==> src/rtl/shift_pkg.sv <==
`default_nettype none
// ============================================================================
// Module   : shift_pkg
// Brief    : Shared constants and types for the shift job master and its
//            wait timer. Covers register map, direction encoding, FSM states
//            and the peripheral shift-count ceiling.
// Revision : 1.0 - initial release
// ============================================================================
package shift_pkg;

  // Peripheral register map
  localparam logic [1:0] REG_INFO   = 2'd0;
  localparam logic [1:0] REG_ORIG   = 2'd1;
  localparam logic [1:0] REG_RESULT = 2'd2;
  localparam logic [1:0] REG_READY  = 2'd3;

  // Direction bit carried in info[15]
  localparam logic DIR_LEFT  = 1'b0;
  localparam logic DIR_RIGHT = 1'b1;

  // Shift count at which the peripheral saturates
  localparam int unsigned MAX_TIMES = 15;

  typedef enum logic [2:0] {
    ST_IDLE    = 3'd0,
    ST_WR_INFO = 3'd1,
    ST_WR_ORIG = 3'd2,
    ST_START   = 3'd3,
    ST_WAIT    = 3'd4,
    ST_READ    = 3'd5,
    ST_RESP    = 3'd6
  } state_t;

endpackage
`default_nettype wire

==> src/rtl/shift_wait_timer.sv <==
`default_nettype none
// ============================================================================
// Module   : shift_wait_timer
// Brief    : 5-bit loadable down-counter. Loads min(amount, MAX_TIMES) +
//            margin, counts down while enabled, and flags done in the cycle
//            the count reads 1 (or 0, so a zero load can never stall).
// Revision : 1.0 - initial release
// ============================================================================
module shift_wait_timer #(
  parameter int unsigned MAX_TIMES = 15
) (
  input  logic        clk,
  input  logic        reset,
  input  logic        load,
  input  logic        en,
  input  logic [14:0] amount,
  input  logic [4:0]  margin,
  output logic        done
);

  logic [4:0] cnt_q;
  logic [4:0] cnt_d;
  logic [4:0] sat_amount;

  // Clamp the requested count the same way the peripheral does, then step the counter
  always_comb begin
    sat_amount = amount[4:0];
    if (amount > 15'(MAX_TIMES)) begin
      sat_amount = 5'(MAX_TIMES);
    end
    cnt_d = cnt_q;
    if (load) begin
      cnt_d = sat_amount + margin;
    end else if (en && (cnt_q != 5'd0)) begin
      cnt_d = cnt_q - 5'd1;
    end
  end

  // Counter register
  always_ff @(posedge clk or negedge reset) begin
    if (!reset) begin
      cnt_q <= 5'd0;
    end else begin
      cnt_q <= cnt_d;
    end
  end

  assign done = (cnt_q <= 5'd1);

endmodule
`default_nettype wire

==> src/rtl/shift_job_master.sv <==
`default_nettype none
// ============================================================================
// Module   : shift_job_master
// Brief    : Runs one shift job against the shifter peripheral: write info,
//            write original, strobe start, timed wait, read result, then
//            present the result on a valid/ready channel. All bus outputs are
//            registered from the next-state decode.
// Revision : 1.0 - initial release
// ============================================================================
module shift_job_master #(
  parameter int unsigned WAIT_MARGIN = 4,
  parameter int unsigned MAX_TIMES   = shift_pkg::MAX_TIMES
) (
  input  logic        clk,
  input  logic        reset,
  input  logic        job_valid,
  output logic        job_ready,
  input  logic [15:0] job_value,
  input  logic [14:0] job_amount,
  input  logic        job_dir,
  output logic        res_valid,
  input  logic        res_ready,
  output logic [15:0] res_data,
  output logic        busy,
  output logic        bus_cs,
  output logic        bus_we,
  output logic [1:0]  bus_reg_sel,
  output logic [15:0] bus_wdata,
  input  logic [15:0] bus_rdata
);

  import shift_pkg::*;

  state_t      state_q, state_d;
  logic [15:0] value_q, value_d;
  logic [14:0] amount_q, amount_d;
  logic        dir_q, dir_d;
  logic [15:0] res_data_q;
  logic        cs_q, cs_d;
  logic        we_q, we_d;
  logic [1:0]  sel_q, sel_d;
  logic [15:0] wdata_q, wdata_d;
  logic        job_ready_q, job_ready_d;
  logic        busy_q, busy_d;
  logic        res_valid_q, res_valid_d;
  logic        wait_done;

  shift_wait_timer #(
    .MAX_TIMES (MAX_TIMES)
  ) u_timer (
    .clk    (clk),
    .reset  (reset),
    .load   (state_q == ST_START),
    .en     (state_q == ST_WAIT),
    .amount (amount_q),
    .margin (5'(WAIT_MARGIN)),
    .done   (wait_done)
  );

  // Next state, job latch, and next-cycle output decode of the next state
  always_comb begin
    state_d  = state_q;
    value_d  = value_q;
    amount_d = amount_q;
    dir_d    = dir_q;
    case (state_q)
      ST_IDLE: begin
        if (job_valid && job_ready_q) begin
          state_d  = ST_WR_INFO;
          value_d  = job_value;
          amount_d = job_amount;
          dir_d    = job_dir;
        end
      end
      ST_WR_INFO: state_d = ST_WR_ORIG;
      ST_WR_ORIG: state_d = ST_START;
      ST_START:   state_d = ST_WAIT;
      ST_WAIT:    if (wait_done) state_d = ST_READ;
      ST_READ:    state_d = ST_RESP;
      ST_RESP:    if (res_ready) state_d = ST_IDLE;
      default:    state_d = ST_IDLE;
    endcase

    cs_d        = 1'b0;
    we_d        = 1'b0;
    sel_d       = REG_INFO;
    wdata_d     = 16'h0000;
    job_ready_d = (state_d == ST_IDLE);
    busy_d      = (state_d != ST_IDLE);
    res_valid_d = (state_d == ST_RESP);
    case (state_d)
      ST_WR_INFO: begin
        cs_d    = 1'b1;
        we_d    = 1'b1;
        sel_d   = REG_INFO;
        wdata_d = {dir_d, amount_d};
      end
      ST_WR_ORIG: begin
        cs_d    = 1'b1;
        we_d    = 1'b1;
        sel_d   = REG_ORIG;
        wdata_d = value_d;
      end
      ST_START: begin
        cs_d  = 1'b1;
        sel_d = REG_READY;
      end
      ST_READ: begin
        cs_d  = 1'b1;
        sel_d = REG_RESULT;
      end
      default: begin
      end
    endcase
  end

  // State, job and output registers
  always_ff @(posedge clk or negedge reset) begin
    if (!reset) begin
      state_q     <= ST_IDLE;
      value_q     <= 16'h0000;
      amount_q    <= 15'h0000;
      dir_q       <= DIR_LEFT;
      cs_q        <= 1'b0;
      we_q        <= 1'b0;
      sel_q       <= REG_INFO;
      wdata_q     <= 16'h0000;
      job_ready_q <= 1'b1;
      busy_q      <= 1'b0;
      res_valid_q <= 1'b0;
    end else begin
      state_q     <= state_d;
      value_q     <= value_d;
      amount_q    <= amount_d;
      dir_q       <= dir_d;
      cs_q        <= cs_d;
      we_q        <= we_d;
      sel_q       <= sel_d;
      wdata_q     <= wdata_d;
      job_ready_q <= job_ready_d;
      busy_q      <= busy_d;
      res_valid_q <= res_valid_d;
    end
  end

  // Capture the peripheral result at the end of the READ cycle; held until the next READ
  always_ff @(posedge clk or negedge reset) begin
    if (!reset) begin
      res_data_q <= 16'h0000;
    end else if (state_q == ST_READ) begin
      res_data_q <= bus_rdata;
    end
  end

  assign job_ready   = job_ready_q;
  assign busy        = busy_q;
  assign res_valid   = res_valid_q;
  assign res_data    = res_data_q;
  assign bus_cs      = cs_q;
  assign bus_we      = we_q;
  assign bus_reg_sel = sel_q;
  assign bus_wdata   = wdata_q;

endmodule
`default_nettype wire
==> config.mk <==
export PLATFORM = sky130hd
export DESIGN_NAME = shift_job_master
export DESIGN_NICKNAME = d
export VERILOG_FILES = /design/src/rtl/shift_pkg.sv /design/src/rtl/shift_wait_timer.sv /design/src/rtl/shift_job_master.sv
export SDC_FILE = /design/constraint.sdc
export NUM_CORES = 1
export LEC_CHECK = 0
export CORE_UTILIZATION = 49
export CTS_BUF_LIST = sky130_fd_sc_hd__clkbuf_8
export DETAILED_ROUTE_END_ITERATION = 10
export GPL_TIMING_DRIVEN = 0
export HOLD_SLACK_MARGIN = 0.12
export PLACE_DENSITY = 0.91
export SYNTH_ARGS = -nofsm -noshare
export SYNTH_HDL_FRONTEND = slang
export SYNTH_SLANG_ARGS = --single-unit
==> constraint.sdc <==
create_clock -name clk -period 2.3 [get_ports clk]
set_input_delay 0.345 -clock clk [delete_from_list [all_inputs] [get_ports clk]]
set_output_delay 0.345 -clock clk [all_outputs]
set_load 0.01 [all_outputs]
Word level (Yosys, flattened, before mapping)

Cells that the tools add are included.

Add/subtract/negate cells: 2
Multipliers: 0
Divide/modulo/power cells: 0
Magnitude comparators: 2
Equality and inequality tests: 11
Shifts and indexed selects: 0
Mux-type cells: 17
Bitwise operators: 0
Reductions and logical operators: 9

Operator list:

| operator                                            | count |
|---|---|
| two-way mux 16 bit                                  | 2 |
| case mux 16 bit (2 select lines)                    | 1 |
| two-way mux 15 bit                                  | 2 |
| case mux 3 bit (7 select lines)                     | 1 |
| equality test 3 bit, second input constant          | 5 |
| > comparator 15 x 4 -> 1 bit, second input constant | 1 |
| two-way mux 5 bit                                   | 3 |
| equality test 3 x 2 -> 1 bit, second input constant | 4 |
| two-way mux 3 bit                                   | 3 |
| equality test 3 x 1 -> 1 bit, second input constant | 2 |
| logical NOT 3 bit                                   | 2 |
| case mux 2 bit (3 select lines)                     | 1 |
| adder 5 x 3 -> 5 bit, second input constant         | 1 |
| <= comparator 5 x 1 -> 1 bit, second input constant | 1 |
| nonzero test 5 bit                                  | 1 |
| subtractor 5 x 1 -> 5 bit, second input constant    | 1 |
| two-way mux 1 bit                                   | 4 |
| OR reduction 4 bit                                  | 1 |
| nonzero test 3 bit                                  | 1 |
| logical AND 1 bit                                   | 2 |
| nonzero test 2 bit                                  | 1 |
| OR reduction 2 bit                                  | 1 |

Bits in registers: 79
Latch bits: 0
Memory bits (writable): 0
Bits in read-only memories: 0
Input bits: 52
Output and inout port bits: 39
Logic and storage cells: 54
Memories kept: 0

Logic depth before layout (Yosys ltp)

Gate-level depths: netlist of the first run.

Depth after elaboration: 6
Depth in mapped cells: 6
Depth with buffers taken out: 6

Cells and area by module

Synthesis of the first run repeated with hierarchy kept, for this count alone.

Cells, all modules: 231
Area total of the unflattened synthesis: 3255.6 um^2

By module, submodules not included:

| module           | times used | cells an instance | area an instance (um^2) | seq. area each (um^2) |
|---|---|---|---|---|
| shift_job_master | 1          | 175               | 2746.4                  | 1828.0 |
| shift_wait_timer | 1          | 56                | 509.2                   | 125.1 |

Worst setup path after synthesis of the first run

OpenSTA, ideal clock, no wires.

Kind: register to register
From: register u_timer.cnt_q[0]
To: register u_timer.cnt_q[1]
Library setup time: 0.066 ns
Arrival: 1.506 ns
Data required time: 2.234 ns
Slack: 0.728 ns
Cell stages (with the launch flop): 7
Buffers on the path: 0
Period minus slack after synthesis: 1.572 ns
Cell sequence: dfrtp_1 -> inv_1 -> ha_1 -> or4b_4 -> nand3_2 -> mux2i_1 -> o31a_1

Cells in the longest elaborated chain, start to end: 3
Elaborated cells on any way between the ends: 6
Classes of those cells: 1 x add/sub; 2 x mux; 3 x reduce/logical

RTL lines:

| what                                                                   | line                                           | source |
|---|---|---|
| start: declaration                                                     | shift_wait_timer.sv:21                         | `logic [4:0] cnt_q;` |
| start signal: assignment                                               | shift_wait_timer.sv:44                         | `cnt_q <= cnt_d;` |
| subtractor 5 x 1 -> 5 bit / nonzero test 5 bit (equally long branches) | shift_wait_timer.sv:35, shift_wait_timer.sv:34 |  |
| two-way mux 5 bit / logical AND 1 bit (equally long branches)          | shift_wait_timer.sv:34                         | `end else if (en && (cnt_q != 5'd0)) begin` |
| two-way mux 5 bit / nonzero test 2 bit (equally long branches)         | -                                              |  |

Several ways; a longest one is shown, not always the timed one. The select of a mux whose other input is x is not followed.
A chain may end at the register's enable or synchronous reset.

Final worst setup path of the first run

From: register amount_q[11]
To: register u_timer.cnt_q[3]

Cells in the longest elaborated chain, start to end: 4

RTL lines:

| what                         | line                    | source |
|---|---|---|
| start: declaration           | shift_job_master.sv:36  | `logic [14:0] amount_q, amount_d;` |
| start signal: assignment     | shift_job_master.sv:134 | `amount_q <= amount_d;` |
| > comparator 15 x 4 -> 1 bit | shift_wait_timer.sv:28  | `if (amount > 15'(MAX_TIMES)) begin` |
| two-way mux 5 bit            | shift_wait_timer.sv:28  |  |
| adder 5 x 3 -> 5 bit         | shift_wait_timer.sv:33  | `cnt_d = sat_amount + margin;` |
| two-way mux 5 bit            | shift_wait_timer.sv:32  | `if (load) begin` |

No other way between the ends.

==> results list, run 1 <==
- Number of buffer and inverter instances along the worst setup path: 0
* Leakage dissipation: 1.96 nW
* Post-layout net count: 374
- Worst reg-to-reg setup slack: 0.43 ns
* Max clock buf depth: 2
* Finished Cell Area: 0.00441 mm^2
- After floorplanning, the core was sized to cover 0.00610 mm^2.
- Antenna viol nets, final: 0
- Relative to the synthesized area, the layout overhead comes to 38.7%.
- Clock tree synthesis found a total of 78 sinks.
* Horizontal die dimension: 82.6 um
- After synthesis, the mean cell area works out to 14.8 um^2.
- Initial Util: 52.2%
* First-pass GRT wire length: between 10000 and 15000 um
- Clock Latency Late Sink: 0.35 ns
* Required arrival time at the worst endpoint: around 2.5 ns
- Iteration-0 DRC Markers: 49
* Synthesized netlist cell count: 215
- The via count of the first global-routing pass is 2235.
* Area after DPL: about 0.0042 mm^2
- Register bit count reported by yosys: 78
- Share of the clock period used by the worst path: roughly four fifths
- The worst setup path is captured at a flip-flop.
- For the worst flop-to-flop path, the logic depth is 6.
- By startpoint and endpoint, the worst setup path is classified as flip-flop to flip-flop.
- The die covers roughly 0.007 mm^2.
- The synthesized netlist contains 38 unique library cells.
* Stages on the worst setup path: 6
* Slowest stage delay, CP: approximately 0.38 ns
* Number of setup violations in the final report: 0
- Once the clock tree was built, the resizer swapped 0 gates to a different size.
- Summing every instance area after synthesis gives between 0.003 and 0.004 mm^2.
- The worst register-to-register path begins at amount_q[11]$_DFF_PN0_.
- The worst setup path is launched from a flip-flop.
- The initial antenna violation count was 0.
* Proportion of synthesized chip area in sequential cells: 61.4%
* Post-detailed-route DRC marker count: 0
- Total wire length after detailed routing: 6680 um
* GRT Total Usage: 21.8%
- Most common cell after layout, fill and taps aside: clkdlybuf4s50_1
- Measured against its own limit, the worst slew margin works out to 56.7%.
- Tmin final: 1.87 ns
- Cell type of the slowest stage on the worst timing path: dfrtp_1
- In the layout the commonest cells are clkdlybuf4s50_1, dfrtp_1, mux2_2.
* Synth Net Count: 271
* Vias/cell: roughly 5.3
* Pwr dens: 1240 mW/mm^2
- Final worst setup slack: 0.433 ns
* Peak supply drop: 0.778 mV
- The H-tree was split into 3 levels.
* Achievable clock frequency: around 540 MHz
* I/O pins: 91
- Share of layout cells above drive strength 1: 25.4%
- The final number of max-transition violations is 0.
* Residual overflow from global routing: 0
- Routability-driven placement finished with a final weighted congestion of 0.805.
- The signal on the critical path passes through nor4_1 > nand3_1 > or2_2 > ha_1 > nand2_1 > o21ai_0.
- CTS buffer count: 9
* Vertical extent of the die: 82.6 um
* Number of cell rows: 28
* Number of buffers added for setup after CTS: 0
* Register clock-pin slew on the reported worst setup and hold paths: around 0.080 ns
- The run finished with clean final reports.
* Family of cells with the greatest summed delay on the critical path: simple AND/OR/NAND/NOR gates
* Hold Vio Cnt, Final: 0
* First-pass detailed-route iteration total: 4
* Arr. time, crit path: approximately 2.1 ns
* Reg2reg end: u_timer.cnt_q[3]$_DFFE_PN0P_
* Placement-stage worst setup slack: 0.398 ns
* Count of warnings emitted by yosys: 0
* Unrepaired setup endpoints after global routing: no
* Final Power: 5.48 mW
* Hold-fix buffers, CTS: 1
- In the final routed layout, each cell accounts on average for 16.8 um.
- For the pin with the worst max-slew slack, the measured transition is approximately 0.65 ns.
* Worst Path Max Fanout: 4
* Type of the worst min-delay path: input port to async pin
- Largest net degree at the start of global routing: 43
* Number of I/O port buffers: 90
* Root cell of the clock tree: clkbuf_8
- Worst Skew: around 0.0094 ns
* Ant diodes: 0
- The HPWL after detailed placement is ~4700 um.
* Total via count after detailed routing: approximately 2100
- TritonCTS built the clock tree.
- Max-cap violations in this run came to 0.
## worst max path at each step
| stage | start | to | slack [ns] |
|---|---|---|---|
| detailed placement | job_valid | amount_q[5]$_DFF_PN0_ | 0.40 |
| global placement | reset | state_q[1]$_DFF_PN0_ | -1.68 |
| global route | amount_q[11]$_DFF_PN0_ | u_timer.cnt_q[3]$_DFFE_PN0P_ | 0.33 |
| finish | amount_q[11]$_DFF_PN0_ | u_timer.cnt_q[3]$_DFFE_PN0P_ | 0.43 |
| floorplan | u_timer.cnt_q[0]$_DFFE_PN0P_ | u_timer.cnt_q[1]$_DFFE_PN0P_ | 0.73 |
| CTS | amount_q[11]$_DFF_PN0_ | u_timer.cnt_q[3]$_DFFE_PN0P_ | 0.44 |
## stage by stage
step / TNS [ns] / std cells / hold slack [ns] / util [%]
4_1_cts: 0 / 398 / 0.487 / 72.3
3_3_place_gp: -129.65 / 380 / 0.470 / 68.5
6_report: 0 / 398 / 0.484 / 72.3
3_5_place_dp: 0 / 381 / 0.330 / 68.8
5_1_grt: 0 / 398 / 0.503 / 72.3
2_1_floorplan: 0 / 215 / 0.0494 / -
## Yosys cell counts
| master | instances | area (um^2) |
|---|---|---|
| buf_2 | 1 | 5.00 |
| nand2_1 | 5 | 18.8 |
| a22o_1 | 16 | 140 |
| nand3_1 | 2 | 10.0 |
| buf_12 | 1 | 20.0 |
| a21oi_1 | 4 | 20.0 |
| or2b_1 | 1 | 7.51 |
| nand2b_1 | 1 | 6.26 |
| nor3_1 | 4 | 20.0 |
| o21ai_0 | 4 | 20.0 |
| clkbuf_1 | 1 | 3.75 |
| ha_1 | 4 | 50.1 |
| xnor2_1 | 1 | 8.76 |
| buf_6 | 3 | 33.8 |
| a22oi_1 | 1 | 7.51 |
| o31a_1 | 1 | 8.76 |
| xor2_1 | 3 | 26.3 |
| nand3_2 | 1 | 10.0 |
| mux2_4 | 10 | 150 |
| or2_2 | 2 | 12.5 |
| o211ai_1 | 1 | 7.51 |
| nand4_1 | 3 | 18.8 |
| and2_1 | 1 | 6.26 |
| nor2_1 | 5 | 18.8 |
| dfstp_2 | 1 | 26.3 |
| buf_4 | 5 | 37.5 |
| inv_1 | 4 | 15.0 |
| dfrtp_1 | 77 | 1930 |
| mux2i_1 | 2 | 20.0 |
| o21a_1 | 2 | 15.0 |
| or4b_4 | 1 | 13.8 |
| mux2_2 | 37 | 417 |
| and3b_1 | 1 | 8.76 |
| nor4_1 | 3 | 18.8 |
| nand2b_4 | 1 | 13.8 |
| or2_1 | 3 | 18.8 |
| nor3b_1 | 1 | 7.51 |
| and2b_4 | 1 | 10.0 |
## final cells by class
cell class	instances	area, um^2
sequential	78	1950
fill	410	1690
multi-input combinational	122	1110
timing repair buffer	92	928
clock buffer	11	151
buffer	11	100
tap	75	93.8
clock inverter	5	56.3
inverter	4	15.0
## sequential cells by signal, summed over array words and instances, names as in the netlist
register and count:
state_q 3, busy 1, u_timer.cnt_q 5, bus_we 1, res_data 16, bus_cs 1, bus_wdata 16, res_valid 1
bus_reg_sel 2, amount_q 15, job_ready 1, value_q 16
## kinds of logic after synthesis
| logic type | synth area share, % |
|---|---|
| flops | 61.4 |
| mux | 18.5 |
| simple gates | 6.93 |
| compound gates | 6.89 |
| buf+inv | 3.62 |
| xor+xnor | 1.10 |
| fa+ha+maj | 1.57 |
## report_power, final
part	switching (mW)	leakage, nW	total [mW]	internal (mW)
Clock	0.491	0.106	1.05	0.560
Combinational	0.833	0.895	2.12	1.29
Sequential	0.312	0.963	2.31	2.00
Total	1.64	1.96	5.48	3.84
## per-layer routing
layer / share of wire, % / routed length [um] / track usage [%]
met1: 40 / 2670 / 25.4
met2: 51 / 3440 / 36.8
met3: 7.2 / 478 / 8.24
met4: 1.3 / 90 / 7.76
met5: 0 / 0 / 0
No activity file was read; power rests on OpenSTA's default activity.
==> inputs of run 2 (changes only) <==
Settings changed: CORE_UTILIZATION 49 to 44, PLACE_DENSITY 0.91 to 0.87.
Clock period 2.3 ns to 1.7 ns, I/O delays scaled along.
==> run 2 against run 1 <==
Register-to-register slack got worse by 0.41 ns. Non-clock buffer count rose by 8. Sequential share of layout area fell by 1.3 points. Final area rose by 3.0%. Sequential cell count did not move. Utilization fell by 6.2 points. Critical endpoint unchanged. Largest power group unchanged.
==> results list, run 2 (synthesized netlist as in run 1, its figures left out) <==
* Result of the run: complete, no violations
- The first-pass GRT wire length is 10400 um (-1.7%).
* Iteration-0 DRC Markers: 73 (+49%)
* Worst Path Max Fanout: 3 (-1)
- Register clock-pin slew on the reported worst setup and hold paths: 0.08 ns (about the same)
* Worst Skew: 0.0111 ns (+0.00171 ns)
- Largest net degree at the start of global routing: 45 (+4.7%)
- The arrival time of data at the critical path endpoint came to 1.91 ns (-0.18 ns).
* Relative max-transition margin: 63.9% (+7.2 points)
- The initial antenna violation count came to 0 (unchanged).
- Commonest cells after routing, fill and taps aside: clkdlybuf4s50_1, dfrtp_1, mux2_2
* Post-synthesis to final-layout area growth: 42.9%
* Number of cells on the worst reg-to-reg path: 6 (unchanged)
- Post-DP HPWL: 4850 um (+2.3%)
- The leftover overflow at the end of global routing was 0 (unchanged).
- The cell leakage power is 2.00 nW (+1.9%).
- The detailed route wirelength on metal3 is 345 um (-28%).
* Startpoint types: flip-flop
- Number of cell rows: 30 (+7.1%)
- Hold Vio Cnt, Final: 0 (unchanged)
- Max-capacitance violation count: 0 (unchanged)
- The detailed-router iteration count before antenna repair came to 4 (unchanged).
- The measured slew at the worst slew-check pin is 0.541 ns (-0.106 ns).
- Post-detailed-route DRC marker count: 0 (unchanged)
* Achievable clock frequency: 597 MHz (+11%)
* CTS tree: yes
- Pwr dens: 1640 mW/mm^2 (+32%)
- Root cell of the clock tree: clkbuf_8
* Total wire length after detailed routing: 6790 um (+1.6%)
* Die area: 0.00757 mm^2 (+11%)
* Reg2reg end: u_timer.cnt_q[3]$_DFFE_PN0P_
- Filler-free cell count of the finished design: 427 (+7.3%)
- Total met2 wirelength after detailed routing: 3610 um (+4.9%)
- The library cell used most frequently in the layout, excluding fill and tap cells, is clkdlybuf4s50_1.
- Number of I/O port buffers: 90 (unchanged)
- Setup crit end kind: flip-flop
* Uppermost layer routed: met4
- The post-layout total power was 7.46 mW (+36%).
- The shortest period the worst path allows was 1.68 ns (-0.191 ns).
- Setup repair after global routing could not meet its margin everywhere.
- The maximum buffer depth of the clock tree came to 2 (unchanged).
- Ant diodes: 0 (unchanged)
* Post-layout net count: 382 (+2.1%)
- Total via count after detailed routing: 2146 (+2.2%)
* Type of the worst min-delay path: input port to async pin
* Critical Setup Path Class: flip-flop to flip-flop
- Deepest level of the CTS H-tree: 3 (unchanged)
- Worst reg-to-reg setup slack: 0.02 ns (-0.41 ns)
- Clock Latency Late Sink: 0.35 ns (about the same)
- In this run the critical register-to-register path is launched from amount_q[14]$_DFF_PN0_.
* Final cell utilization of the core: 66.1% (-6.2 points)
* Initial Util: 46.3% (-5.9 points)
- The post-detailed-route count of antenna-violating nets is 0 (unchanged).
- The die span in y was 87.0 um (+5.4%).
- CORE AREA: 0.00687 mm^2 (+13%)
* Gpl congestion: 0.777 (-3.5%)
* Peak supply drop: 0.897 mV (+15%)
- The final number of max-transition violations was 0 (unchanged).
- Vias in the first global route: 2157 (-3.5%)
- The die outline width came to 87.0 um (+5.4%).
- Vias/cell: 5.03 (-4.7%)
- The number of sinks on the clock net is 78 (unchanged).
- CTS buffer count: 9 (unchanged)
- The fill cell instance count of the final layout is 495 (+21%).
- The part of the cycle the worst path needs is 98.6% (+17 points).
- The number of top-level pins was 91 (unchanged).
- Required arrival time at the worst endpoint: 1.93 ns (-0.59 ns)
- The overall track demand over capacity in global routing came to 18.6% (-3.2 points).
- The detailed-routing wirelength on met1 was 2660 um (-0.45%).
* Placed cell count: 402 (+5.5%)
* Number of setup violations in the final report: 0 (unchanged)
- DR WL/cell: 15.9 um (-5.3%)
- Share of layout cells above drive strength 1: 29.6% (+4.2 points)
[run 2: worst max-delay path, cell delays in order (launching register included)]
cell and delay (ns):
dfrtp_1 0.40, nor4_2 0.32, nand3_1 0.20, or2_4 0.30
ha_4 0.24, nand2_2 0.05, o21ai_1 0.05
[run 2: metal layers]
metal / vias to the layer above / track usage [%]
li1: 989 / -
met1: 1070 / 22.1
met2: 68 / 31.3
met3: 19 / 4.45
met4: 0 / 10.0
met5: - / 0
[run 2: power breakdown]
part / switching (mW) / internal [mW] / leakage, nW
sequential: 0.431 / 2.70 / 0.963
clock: 0.663 / 0.564 / 0.0958
combinational: 1.23 / 1.88 / 0.942
[run 2: worst max path at each step]
| stage | startpoint | to | slack [ns] | cells after the start |
|---|---|---|---|---|
| final | amount_q[14]$_DFF_PN0_ | u_timer.cnt_q[3]$_DFFE_PN0P_ | 0.02 | 6 |
| after global routing | amount_q[14]$_DFF_PN0_ | u_timer.cnt_q[3]$_DFFE_PN0P_ | -0.02 | 6 |
| after CTS | amount_q[11]$_DFF_PN0_ | u_timer.cnt_q[3]$_DFFE_PN0P_ | -0.009 | 6 |
| after detailed placement | amount_q[11]$_DFF_PN0_ | u_timer.cnt_q[3]$_DFFE_PN0P_ | -0.11 | 6 |
| after global placement | reset | value_q[5]$_DFF_PN0_ | -2.27 | 1 |
| after floorplan | u_timer.cnt_q[0]$_DFFE_PN0P_ | u_timer.cnt_q[1]$_DFFE_PN0P_ | 0.13 | 6 |
[run 2: final cells by class]
cell class                      count  area, um^2  share of cell area (%)
Buffer                             11         115                    2.53
Tap cell                           96         120                    2.64
Multi-Input combinational cell    122        1180                    25.9
Sequential cell                    78        1950                    43.0
Clock inverter                      6        37.5                   0.826
Clock buffer                       10         138                    3.03
Inverter                            4        15.0                   0.330
Timing Repair Buffer              100         988                    21.8
[run 2: stage by stage]
| step | hold WS [ns] | setup slack (ns) | setup TNS (ns) | instance area, um^2 |
|---|---|---|---|---|
| 2_1_floorplan | -0.0406 | 0.128 | 0 | 3180 |
| 3_3_place_gp | 0.470 | -2.27 | -177.88 | 4200 |
| 3_5_place_dp | 0.233 | -0.110 | -2.28 | 4220 |
| 4_1_cts | 0.403 | -0.00924 | -0.00924 | 4440 |
| 5_1_grt | 0.441 | -0.0160 | -0.0286 | 4540 |
| 6_report | 0.401 | 0.0242 | 0 | 4540 |
[run 2: repair_timing]
action / CTS / global route
gates resized for setup: 5 / 14
hold endpoints to repair: 33 / 0
setup endpoints to repair: 37 / 27
buffers inserted: 3 / 5
cloned: 0 / 0
pin swaps: 1 / 5
hold buffers: 1 / 0
